[config.mk]
export PLATFORM = sky130hd
export DESIGN_NAME = rom_fetch_sequencer
export DESIGN_NICKNAME = d
export VERILOG_FILES = /design/src/rtl/rom_fetch_sequencer.sv
export SDC_FILE = /design/constraint.sdc
export NUM_CORES = 1
export LEC_CHECK = 0
export CAP_MARGIN = 15
export CORE_MARGIN = 2
export CORE_UTILIZATION = 30
export CTS_CLUSTER_DIAMETER = 200
export DETAILED_ROUTE_END_ITERATION = 8
export PLACE_DENSITY = 0.57
export SLEW_MARGIN = 20
export SYNTH_ARGS = -nofsm -noshare
export SYNTH_HDL_FRONTEND = slang
export SYNTH_SLANG_ARGS = --single-unit
[constraint.sdc]
create_clock -name clk -period 2.3 [get_ports clk]
set_input_delay 0.23 -clock clk [delete_from_list [all_inputs] [get_ports clk]]
set_output_delay 0.23 -clock clk [all_outputs]
set_load 0.01 [all_outputs]
[src/rtl/rom_fetch_sequencer.sv]
// Multi-cycle fetch controller for a combinational instruction ROM.
// Jumps and halt resolve locally; everything else goes out over valid/ready.
module rom_fetch_sequencer #(
    parameter int unsigned        ADDR_W    = 10,
    parameter int unsigned        DATA_W    = 10,
    parameter logic [DATA_W-1:0]  HALT_WORD = 10'b0010000010,
    parameter logic [3:0]         JUMP_OP   = 4'b1000,
    parameter logic [ADDR_W-1:0]  RESET_PC  = '0
) (
    input  logic              clk,
    input  logic              rst_n,
    input  logic              start,
    output logic [ADDR_W-1:0] rom_addr,
    input  logic [DATA_W-1:0] rom_data,
    output logic [DATA_W-1:0] instr,
    output logic              instr_valid,
    input  logic              instr_ready,
    input  logic              ex_done,
    input  logic              redirect,
    input  logic [ADDR_W-1:0] redirect_pc,
    output logic              busy,
    output logic              halted,
    output logic [15:0]       retired
);

    typedef enum logic [2:0] {
        IDLE,
        FETCH,
        ISSUE,
        EXEC,
        HALT
    } state_t;

    state_t            state_q, state_d;
    logic [ADDR_W-1:0] pc_q, pc_d;
    logic [DATA_W-1:0] instr_q, instr_d;
    logic [15:0]       ret_q, ret_d;
    logic [15:0]       ret_inc;

    assign ret_inc = (ret_q == 16'hFFFF) ? ret_q : ret_q + 16'd1;

    always_ff @(posedge clk or negedge rst_n) begin
        if (!rst_n) begin
            state_q <= IDLE;
            pc_q    <= RESET_PC;
            instr_q <= '0;
            ret_q   <= '0;
        end else begin
            state_q <= state_d;
            pc_q    <= pc_d;
            instr_q <= instr_d;
            ret_q   <= ret_d;
        end
    end

    always_comb begin
        state_d = state_q;
        pc_d    = pc_q;
        instr_d = instr_q;
        ret_d   = ret_q;
        unique case (state_q)
            IDLE: begin
                if (start) state_d = FETCH;
            end
            FETCH: begin
                instr_d = rom_data;
                // Halt wins over jump even if the encodings ever overlap.
                if (rom_data == HALT_WORD) begin
                    state_d = HALT;
                end else if (rom_data[DATA_W-1 -: 4] == JUMP_OP) begin
                    pc_d  = ADDR_W'(rom_data[5:0]);
                    ret_d = ret_inc;
                end else begin
                    state_d = ISSUE;
                end
            end
            ISSUE: begin
                if (instr_ready) state_d = EXEC;
            end
            EXEC: begin
                if (ex_done) begin
                    pc_d    = redirect ? redirect_pc : pc_q + ADDR_W'(1);
                    ret_d   = ret_inc;
                    state_d = FETCH;
                end
            end
            HALT: begin
                if (start) begin
                    pc_d    = RESET_PC;
                    ret_d   = '0;
                    state_d = FETCH;
                end
            end
            default: state_d = IDLE;
        endcase
    end

    assign rom_addr    = pc_q;
    assign instr       = instr_q;
    assign instr_valid = (state_q == ISSUE);
    assign halted      = (state_q == HALT);
    assign busy        = (state_q == FETCH) || (state_q == ISSUE) ||
                         (state_q == EXEC);
    assign retired     = ret_q;

endmodule

; ---- Yosys cells after proc, flatten, opt, wreduce, memory -nomap -nowiden
; Index checks and enable logic that the tools add are counted.
[word_totals]
in_bits = 26
elab_cells = 45
output_inout_bits = 39
ff_bits = 39
[classes]
addsub = 2
n_eq_ne = 14
n_reduce_logical = 7
n_mux = 18
[ops]
columns = op, count
row1 = 16-bit 2-to-1 mux, 5
row2 = 10-bit 2-to-1 mux, 5
row3 = 16-bit case mux with 3 select lines, 1
row4 = 10-bit case mux with 3 select lines, 1
row5 = "16-bit by 1-bit adder with 16-bit output, second input constant", 1
row6 = "16-bit equality test, second input constant", 1
row7 = 3-bit 2-to-1 mux, 5
row8 = 3-bit case mux with 4 select lines, 1
row9 = "10-bit by 1-bit adder with 10-bit output, second input constant", 1
row10 = "10-bit by 8-bit equality test with 1-bit output, second input constant", 1
row11 = "2-bit inequality test, second input constant", 4
row12 = "3-bit by 2-bit equality test with 1-bit output, second input constant", 2
row13 = 5-bit AND reduction, 1
row14 = "4-bit equality test, second input constant", 1
row15 = "2-bit by 1-bit inequality test with 1-bit output, second input constant", 2
row16 = 4-bit AND reduction, 1
row17 = "3-bit by 1-bit equality test with 1-bit output, second input constant", 1
row18 = "3-bit equality test, second input constant", 1
row19 = 3-bit logical NOT, 1
row20 = "3-bit inequality test, second input constant", 1
row21 = 3-bit nonzero test, 1
row22 = 1-bit logical OR, 2
row23 = 2-bit OR reduction, 1

; ---- Longest topological paths before layout
; Gate-level depths: netlist of run 1.
[depth]
word_depth = 5
ltp_mapped = 6
ltp_nobuf = 5

; ---- Least setup slack after synthesis of run 1
; OpenSTA, ideal clock, no wires.
[synth_path]
path_kind = flip-flop to flip-flop
from = reg ret_q[6] (netlist: retired[6])
to = reg ret_q[7] (netlist: retired[7])
setup_ns = 0.082
required_time_ns = 2.218
synth_period_minus_slack_ns = 1.789
arrival_ns = 1.707
stages_incl_launch_ff = 6
n_path_buf = 1
setup_slack_ns = 0.511
path_cell_list = dfrtp_1 -> nand4_4 -> or4_4 -> buf_6 -> a41o_1 -> a31oi_1
[synth_via]
elab_chain_cells = 5
elab_cells_between_ends = 7
cone_classes = add/sub (1) / eq/ne (1) / mux (5)
[synth_rtl]
columns = item, line
row1 = start: declaration, 37  ; logic [15:0] ret_q, ret_d;
row2 = start signal: assignment, 52  ; ret_q <= ret_d;
row3 = 16-bit by 1-bit adder with 16-bit output / 16-bit equality test (equally long branches), 40  ; assign ret_inc = (ret_q == 16'hFFFF) ? ret_q : ret_q + 16'd1;
row4 = 16-bit 2-to-1 mux *, 40
row5 = 16-bit 2-to-1 mux, 70  ; end else if (rom_data[DATA_W-1 -: 4] == JUMP_OP) begin
row6 = 16-bit 2-to-1 mux, 68  ; if (rom_data == HALT_WORD) begin
row7 = 16-bit case mux with 3 select lines *, 61  ; unique case (state_q)
; Mark *: on every way between the ends. The rest lies on a longest branch, timed or not. The select of a mux whose other input is x is not followed.
; A chain may end at the register's enable or synchronous reset.

; ---- Worst setup path after layout of run 1
[layout_path]
from = reg state_q[1]
to = out halted
[layout_via]
elab_chain_cells = 1
[layout_rtl]
columns = item, line
row1 = start: declaration, 34  ; state_t state_q, state_d;
row2 = start signal: assignment, 49  ; state_q <= state_d;
row3 = 3-bit equality test, 101  ; assign halted = (state_q == HALT);
row4 = end: declaration, 22  ; output logic halted,
; No other way between the ends.

==> summary.md, run 1 <==
| Metric | Value |
|---|---|
| Yosys top cell area share | 40.4% |
| Root Buffer | clkbuf_8 |
| Peak VDD IR | 0.510 mV |
| Unrepaired setup endpoints after global routing | false |
| Prevailing post-synth register cell | dfrtp_1 |
| Reg-to-Reg Start | state_q[0]$_DFFE_PN0P_ |
| Area of the multi-input gates | 0.00134 mm2 |
| Placed Area | 0.00318 mm2 |
| DR DRC count | 0 |
| Worst EP required | 2.07 ns |
| Sequential area share after synthesis | 40.4% |
| WHS | 0.0643 ns |
| Avg Inst Size Synth | 9.37 um2 |
| Total congestion overflow | 0 |
| Final hold violation count | 0 |
| Number of synthesized flops with an enable pin | 0 |
| Clock power share | 17.3% |
| Commonest non-fill, non-tap cell in the layout | clkdlybuf4s50_1 |
| Worst stage delay on the critical path | 0.56 ns |
| H-tree depth | 2 |
| DRT Pass-1 Iters | 4 |
| # IOs | 65 |
| Layout cells sized above 1 | 9.23% |
| Most frequent cells in the layout | 63 x clkdlybuf4s50_1, 36 x dfrtp_1, 26 x nand2_1, 14 x a21oi_1 |
| Final wirelength | 6.81 mm |
| Vias in the first global route | 2209 |
| IO Port Bufs | 64 |
| Static leakage | 1.24 nW |
| Max FO, Critical Path | 14 |
| Row count | 32 |
| GRT met3 Usage | 2.81% |
| Final HPWL DP | 4.93 mm |
| Die ar. | 0.00879 mm2 |
| Dominant cells by area after synthesis | dfrtp_1 40%, mux2_1 4.7%, nand2_1 4.0% |
| Register area | 980 um2 |
| Maximum buffer depth of the clock tree | 2 |
| Worst-path clk slew | 0.08 ns |
| Post-synthesis async set-or-reset flop share | 100% |
| Fmax | 461 MHz |
| # diodes | 0 |
| Fillers | 783 |
| Tightest Pin Transition | 0.923 ns |
| Synth cell types | 67 |
| Starting DRT DRC Count | 132 |
| Max cap viols | 0 |
| Clk_skew | 0.0106 ns |
| R2r endpoint | rom_addr[4]$_DFFE_PN0P_ |
| Worst Path Arrival | 1.94 ns |
| Rel. slew slack | 38.4% |
| Flop-to-flop setup slack | 0.34 ns |
| CTS tree | built |
| Antenna violations before repair | 0 |
| Post-Syn Area | 0.00242 mm2 |
| GR met2 Demand/Resource | 23.8% |
| Sw Pwr | 1.30 mW |
| ANT nets after route | 0 |
| Crit start category | flop |
| Worst path cell trace | or3b_1 > inv_2 > clkdlybuf4s50_1 |
| Worst path slowest cell | clkdlybuf4s50_1 |
| Max Slew Vio Count | 0 |
| Sw Share | 38.5% |
| Synth Net Count | 286 |
| CTS Sinks | 39 |
| Die Height | 93.8 um |
| Most Crowded Layer GR | met2 |
| Drt wl/cell | 15.9 um |
| Layout area overhead | 36.5% |
| Final setup violating endpoints | 0 |
| Core footprint | 0.00777 mm2 |
| Largest net degree at the start of global routing | 40 |
| Period Utilization, post-route | 94.4% |
| Mapped Cells | 258 |
| Worst setup EP type | output pin |
| Hold Path Class | input port to async pin |
| Via density | 5.45 |
| Met1 usage | 22.2% |
| Starting Density | 31.1% |
| Synth warn | 0 |
| Pwr dens | 1030 mW/mm2 |
| R2R cell count | 5 |
| Int Pwr | 2.08 mW |
| Die Wd | 93.8 um |
| First-pass GRT wire length | 11.0 mm |
| Register bit total from synthesis | 39 |
| RePlAce Congestion | 0.810 |
| Setup TNS | 0 ns |
| Status | complete, no violations |
| Leading area contributor after synthesis | dfrtp_1 |
| CTS Buf Count | 5 |
| Period minus WS final | 2.17 ns |
| CTS Hold Buffers Added | 0 |
| Seq pwr share | 36.0% |
| Critical path type | flop to output pin |
| Comb pwr share | 46.6% |
| Worst skew pair latency | 0.30 ns |
| GRT Overall Usage | 15.7% |
| Nets@finish | 352 |
| Via count | 2327 |
| Design Area, Final | 0.00330 mm2 |
-- per-stage QoR --
stage | power (mW) | utilization, % | std cells | setup slack, ns
floorplan | 2.04 | - | 258 | 0.511
global placement | 2.80 | 41.0 | 419 | 0.165
detailed placement | 2.82 | 41.0 | 419 | 0.120
CTS | 3.42 | 42.4 | 427 | 0.0676
global route | 3.62 | 42.5 | 427 | 0.0415
finish | 3.38 | 42.5 | 427 | 0.130
-- cell usage after synthesis (all sizes together) (2+ instances only) --
| master | n |
|---|---|
| nor4b | 3 |
| xor2 | 2 |
| ha | 2 |
| nand3 | 13 |
| o21ai | 15 |
| o21a | 2 |
| nor2 | 12 |
| a21oi | 14 |
| and3 | 4 |
| buf | 7 |
| a31oi | 8 |
| a311oi | 2 |
| or4 | 3 |
| or3b | 2 |
| nor4 | 8 |
| nor3 | 4 |
| clkbuf | 5 |
| nor3b | 2 |
| o41ai | 3 |
| o31a | 4 |
| a22oi | 2 |
| a21o | 3 |
| nand2 | 26 |
| and4 | 2 |
| a41oi | 3 |
| mux2 | 11 |
| nand4 | 12 |
| o211ai | 9 |
| and4b | 2 |
| and2 | 2 |
| inv | 10 |
| o311ai | 2 |
| dfrtp | 39 |
-- critical path: cells and delay by family, from the launching register on --
kind / cells / cell delay [ns]
simple gates: 1 / 0.43
flops: 1 / 0.50
buf+inv: 2 / 0.71
-- kinds of logic after synthesis --
family          count (synthesis)  share of synthesized area [%]
fa+ha+maj                       2                           1.04
mux                            11                           5.12
xor+xnor                        3                           1.09
compound gates                 80                           23.3
buf+inv                        22                           4.09
flops                          39                           40.4
simple gates                  101                           25.0
-- per-layer routing --
metal	up-vias	share of wire (%)
met4	0	1.2
li1	1155	-
met2	40	46
met5	-	0
met1	1125	49
met3	7	3.2
-- final cells by class --
type / instances / area share, %
clock buffers: 5 / 2.08
clock inverters: 3 / 1.33
inverters: 10 / 1.14
multi-input cells: 197 / 40.7
flip-flops and latches: 39 / 29.7
well taps: 102 / 3.87
repair buffers: 71 / 21.2
-- worst max path at each step --
stage	slack, ns	startpoint	endpoint	cells past startpoint
after floorplan	0.51	retired[6]$_DFFE_PN0P_	retired[7]$_DFFE_PN0P_	5
final	0.13	state_q[1]$_DFFE_PN0P_	halted	3
after global routing	0.04	state_q[1]$_DFFE_PN0P_	halted	3
after global placement	0.17	ex_done	rom_addr[4]$_DFFE_PN0P_	6
after CTS	0.07	state_q[2]$_DFFE_PN0P_	halted	3
after detailed placement	0.12	rom_data[6]	retired[10]$_DFFE_PN0P_	6
-- power groups by stage --
| stage | Combinational (mW) | Clock [mW] | Sequential, mW |
|---|---|---|---|
| floorplan | 0.793 | 0 | 1.24 |
| global placement | 1.58 | 0 | 1.22 |
| detailed placement | 1.59 | 0 | 1.23 |
| CTS | 1.60 | 0.606 | 1.22 |
| global route | 1.73 | 0.631 | 1.26 |
| finish | 1.58 | 0.587 | 1.22 |
-- timing repair --
item / in CTS / in global routing
buffers inserted: 0 / 0
hold endpoints to repair: 0 / 0
gates resized for setup: 0 / 3
setup endpoints to repair: 0 / 1
-- state kept, by name (all words and copies together), names as in the netlist --
name and flops:
retired 16, instr 10, rom_addr 10, state_q 3
(Power assumes the default switching activity.)
==> run 2, diff against run 1 <==
Settings changed: CTS_CLUSTER_SIZE from default to 10.
==> results of run 2 <==
Same layout as run 1: the final DEF is identical, and so are final timing and power.
==> patch 1: new RTL, flow settings as in run 2 <==
Set the parameter `HALT_WORD` to 10'b0010000000 (it was 10'b0010000010).
--- a/src/rtl/rom_fetch_sequencer.sv
+++ b/src/rtl/rom_fetch_sequencer.sv
@@ -4,5 +4,5 @@
     parameter int unsigned        ADDR_W    = 10,
     parameter int unsigned        DATA_W    = 10,
-    parameter logic [DATA_W-1:0]  HALT_WORD = 10'b0010000010,
+    parameter logic [DATA_W-1:0]  HALT_WORD = 10'b0010000000,
     parameter logic [3:0]         JUMP_OP   = 4'b1000,
     parameter logic [ADDR_W-1:0]  RESET_PC  = '0
Function: changed (a bounded check fails within 4 cycles, from zero or initial values and one cycle with rst_n low).
==> patch 1 against run 2 <==
- sequential cell count did not move
- cell area fell by 6.4%
- wire length fell by 15%
- synthesized area fell by 7.9%
- sequential power fell by 4%
- worst setup slack improved by 0.017 ns
- register-to-register slack got worse by 0.05 ns
- global-route usage fell by 0.94 points
- clock power rose by 3%
- critical path type unchanged
- total power fell by 5.2%
- non-clock buffer count rose by 3
- sequential share of layout area rose by 1.9 points
==> patch 1: results (changes against run 2) <==
{| class="wikitable"
! Metric !! Value
|-
| Portion of the post-synthesis area used by sequential elements || 43.82% (was 40.37%)
|-
| Leak pwr || 1.233 nW (was 1.236 nW)
|-
| Vias/cell || 5.138 (was 5.450)
|-
| Switch Pwr || 0.001155 W (was 0.001303 W)
|-
| Arrival time of data at the critical path endpoint || 1.92 ns (was 1.94 ns)
|-
| Worst setup skew after layout || 0.01040 ns (was 0.01064 ns)
|-
| Iteration-0 DRC count of the detailed router || 116 (was 132)
|-
| Peak fanout along the critical path || 11 (was 14)
|-
| Via count of the first global-routing pass || 1981 (was 2209)
|-
| Detailed-route wire length per cell || 14.32 um (was 15.94 um)
|-
| Worst slack at placement || 0.07795 ns (was 0.1204 ns)
|-
| First-pass GRT wire length || 9894 um (was 11010 um)
|-
| Maximum resistive drop on vdd || 0.0005671 V (was 0.0005096 V)
|-
| Sequential cell power || 0.00117 W (was 0.00122 W)
|-
| Post-synth top cells || 39 x sky130_fd_sc_hd__dfrtp_1, 24 x sky130_fd_sc_hd__nor2_1, 22 x sky130_fd_sc_hd__nand2_1, 19 x sky130_fd_sc_hd__o21ai_0, 14 x sky130_fd_sc_hd__a21oi_1 (was 39 x sky130_fd_sc_hd__dfrtp_1, 26 x sky130_fd_sc_hd__nand2_1, 14 x sky130_fd_sc_hd__a21oi_1, 12 x sky130_fd_sc_hd__nand3_1, 12 x sky130_fd_sc_hd__nor2_1)
|-
| Overall routing resource usage || 14.74% (was 15.69%)
|-
| Global-route track usage on met3 || 3.269% (was 2.809%)
|-
| Power in combinational cells || 0.00143 W (was 0.00158 W)
|-
| Post-CTS repair timing setup buffer count || 0 (unchanged)
|-
| Detailed-routed wire length on met3 || 273 um (was 218 um)
|-
| Met1 track demand over resource in global routing || 20.58% (was 22.19%)
|-
| Maximum clock frequency || 0.4644 GHz (was 0.4608 GHz)
|-
| Global placer's final weighted congestion || 0.7924 (was 0.8100)
|-
| Final HPWL DP || 4202 um (was 4926 um)
|-
| Count of different cell masters after synthesis || 47 (was 67)
|-
| Met2 routing resource usage after global routing || 22.31% (was 23.75%)
|-
| Nets@finish || 334 (was 352)
|-
| Leading cell types by total area after synthesis || sky130_fd_sc_hd__dfrtp_1 44%, sky130_fd_sc_hd__mux2_2 5.6%, sky130_fd_sc_hd__o21ai_0 4.3%, sky130_fd_sc_hd__nor2_1 4.0%, sky130_fd_sc_hd__nand2_1 3.7% (was sky130_fd_sc_hd__dfrtp_1 40%, sky130_fd_sc_hd__mux2_1 4.7%, sky130_fd_sc_hd__nand2_1 4.0%, sky130_fd_sc_hd__a21oi_1 2.9%, sky130_fd_sc_hd__nand4_1 2.8%)
|-
| Result of the run || completed (unchanged)
|}
## patch 1: cell count changes after synthesis, sizes merged, moves of 5 or more
cell    change
nor2       +12
o21ai      +12
inv         -8
nand3       -6
nor4        -6
o211ai      -6
o31ai       +6
a221oi      +5
## patch 1: worst register-to-register path: cells and delay by family, from the launching register on
kind / cells / cell delay [ns]
AND/OR/NAND/NOR: 2 / 0.78
AO/OA/AOI/OAI: 3 / 0.65
flip-flops: 1 / 0.51
## patch 1: area by class of cell
| class | instances | area, sq um |
|---|---|---|
| multi-input cells | 184 | 1155 |
| repair buffers | 74 | 710.7 |
| flip-flops and latches | 39 | 975.9 |
| fillers | 735 | 4124 |
| clock buffers | 6 | 82.58 |
| clock inverters | 2 | 35.03 |
| well taps | 99 | 123.9 |
| inverters | 2 | 7.507 |
## patch 1: final timing paths
kind	cells after the start	slack [ns]	from	to
max in group asynchronous	1	1.69	rst_n	rom_addr[8]
worst min register to register	1	0.51	retired[5]	retired[5]
worst min-delay path	1	0.05	rst_n	retired[3]
worst max register to register	5	0.29	state_q[0]	rom_addr[6]
worst max-delay path	3	0.15	state_q[2]	halted
min in group clk	1	0.51	retired[5]	retired[5]
## patch 1: logic make-up after synthesis
family	after synthesis	share of synthesized area, %
and+or+nand+nor	96	23.20
DFF	39	43.82
buffers and inverters	17	4.326
muxes	12	6.011
AOI/OAI and AO/OA	71	20.34
adders and majority gates	2	1.123
xor gates and xnor gates	3	1.180
## patch 1: metrics by stage
stage	instances	power (W)	area, sq um	hold WS (ns)
after detailed placement	398	0.002633	2973	0.4199
after floorplan	240	0.001964	2227	-0.06559
final	406	0.003207	3090	0.05471
after CTS	406	0.003244	3090	0.09270
after global routing	406	0.003433	3090	0.1358
after global placement	398	0.002621	2973	0.4226
==> patch 2: new RTL, settings of run 2 <==
Without the edit above. Encoding of `state_t`: now one-hot (5 bits for 5 states).
--- a/src/rtl/rom_fetch_sequencer.sv
+++ b/src/rtl/rom_fetch_sequencer.sv
@@ -24,10 +24,10 @@
 );
 
-    typedef enum logic [2:0] {
-        IDLE,
-        FETCH,
-        ISSUE,
-        EXEC,
-        HALT
+    typedef enum logic [4:0] {
+        IDLE  = 5'b00001,
+        FETCH = 5'b00010,
+        ISSUE = 5'b00100,
+        EXEC  = 5'b01000,
+        HALT  = 5'b10000
     } state_t;
 
Check against the original RTL: same outputs for any inputs over 10 cycles, from zero or initial values and one cycle with rst_n low; not proved beyond that.
==> patch 2 against run 2 <==
- clock power increased by 5.5%
- synthesized area is 0.41% lower
- sequential cell count rose by 2
- cell count is 5.2% higher
- cell area increased by 7.9%
- highest routed layer unchanged
- count of clock-buffer cells in the layout is 1 higher
- non-clock buffer count increased by 27
- total power grew 1.4%
- wire length is 0.78% lower
- via count up 1.8%
- die area decreased by 0.39%
- worst setup slack lost 0.027 ns
- critical path type unchanged
==> patch 2: results (changes against run 2) <==
{| class="wikitable"
! Metric !! Value
|-
| Final HPWL DP || 4950 um (was 4926 um)
|-
| Iteration-0 DRC count of the detailed router || 91 (was 132)
|-
| Routed wire length || 6755 um (was 6808 um)
|-
| Portion of the post-synthesis area used by sequential elements || 42.67% (was 40.37%)
|-
| Post-synth top cells || 40 x sky130_fd_sc_hd__dfrtp_1, 24 x sky130_fd_sc_hd__nand2_1, 19 x sky130_fd_sc_hd__o31ai_1, 17 x sky130_fd_sc_hd__nor2_1, 15 x sky130_fd_sc_hd__o21ai_0 (was 39 x sky130_fd_sc_hd__dfrtp_1, 26 x sky130_fd_sc_hd__nand2_1, 14 x sky130_fd_sc_hd__a21oi_1, 12 x sky130_fd_sc_hd__nand3_1, 12 x sky130_fd_sc_hd__nor2_1)
|-
| Flip-flop and latch area || 0.001028 sq mm (was 979.7 sq um)
|-
| Cells after DPL || 438 (was 419)
|-
| Met2 routing resource usage after global routing || 25.66% (was 23.75%)
|-
| Resize count post-CTS || 4 (was 0)
|-
| Share of layout cells above drive strength 1 || 20.75% (was 9.231%)
|-
| Peak fanout along the critical path || 13 (was 14)
|-
| Global placer's final weighted congestion || 0.8217 (was 0.8100)
|-
| Vias/cell || 5.274 (was 5.450)
|-
| Worst setup skew after layout || 0.007444 ns (was 0.01064 ns)
|-
| Met1 track demand over resource in global routing || 21.78% (was 22.19%)
|-
| Bufs w/o clock || 98 (was 71)
|-
| Worst Hold Margin || 0.5099 ns (was 0.06428 ns)
|-
| Number of clock-tree buffers in the layout || 6 (was 5)
|-
| Non-clock buffers, area share || 26.07% (was 21.23%)
|-
| Maximum resistive drop on vdd || 0.0005312 V (was 0.0005096 V)
|-
| Leading cell types by total area after synthesis || sky130_fd_sc_hd__dfrtp_1 42%, sky130_fd_sc_hd__o31ai_1 5.9%, sky130_fd_sc_hd__mux2_2 4.7%, sky130_fd_sc_hd__nand2_1 3.7%, sky130_fd_sc_hd__o31ai_2 3.6% (was sky130_fd_sc_hd__dfrtp_1 40%, sky130_fd_sc_hd__mux2_1 4.7%, sky130_fd_sc_hd__nand2_1 4.0%, sky130_fd_sc_hd__a21oi_1 2.9%, sky130_fd_sc_hd__nand4_1 2.8%)
|-
| Post-CTS repair timing setup buffer count || 1 (was 0)
|-
| Result of the run || completed (unchanged)
|-
| Hold buffer count at CTS || 1 (was 0)
|-
| Leak pwr || 1.411 nW (was 1.236 nW)
|-
| Register-to-register path setup slack || 0.11 ns (was 0.34 ns)
|}
==> patch 2: cell count changes after synthesis, moves of 7 or more <==
cell                       delta
sky130_fd_sc_hd__nand4_1      -9
sky130_fd_sc_hd__nor3_1       +7
sky130_fd_sc_hd__o31ai_1     +18
sky130_fd_sc_hd__o21ai_0      +8
sky130_fd_sc_hd__a21oi_1     -10
sky130_fd_sc_hd__nand2b_1     +7
sky130_fd_sc_hd__mux2_1       -9
sky130_fd_sc_hd__o211ai_1     -7
sky130_fd_sc_hd__o31ai_2      +7
sky130_fd_sc_hd__mux2_2       +9
==> patch 2: worst max path at each step <==
stage,cells after the start,end,from
after floorplan,8,retired[8],retired[0]
after global placement,9,retired[12],rom_data[6]
after detailed placement,8,rom_addr[8],rom_data[6]
after CTS,5,busy,state_q[4]
after global routing,5,busy,state_q[4]
final,5,busy,state_q[4]
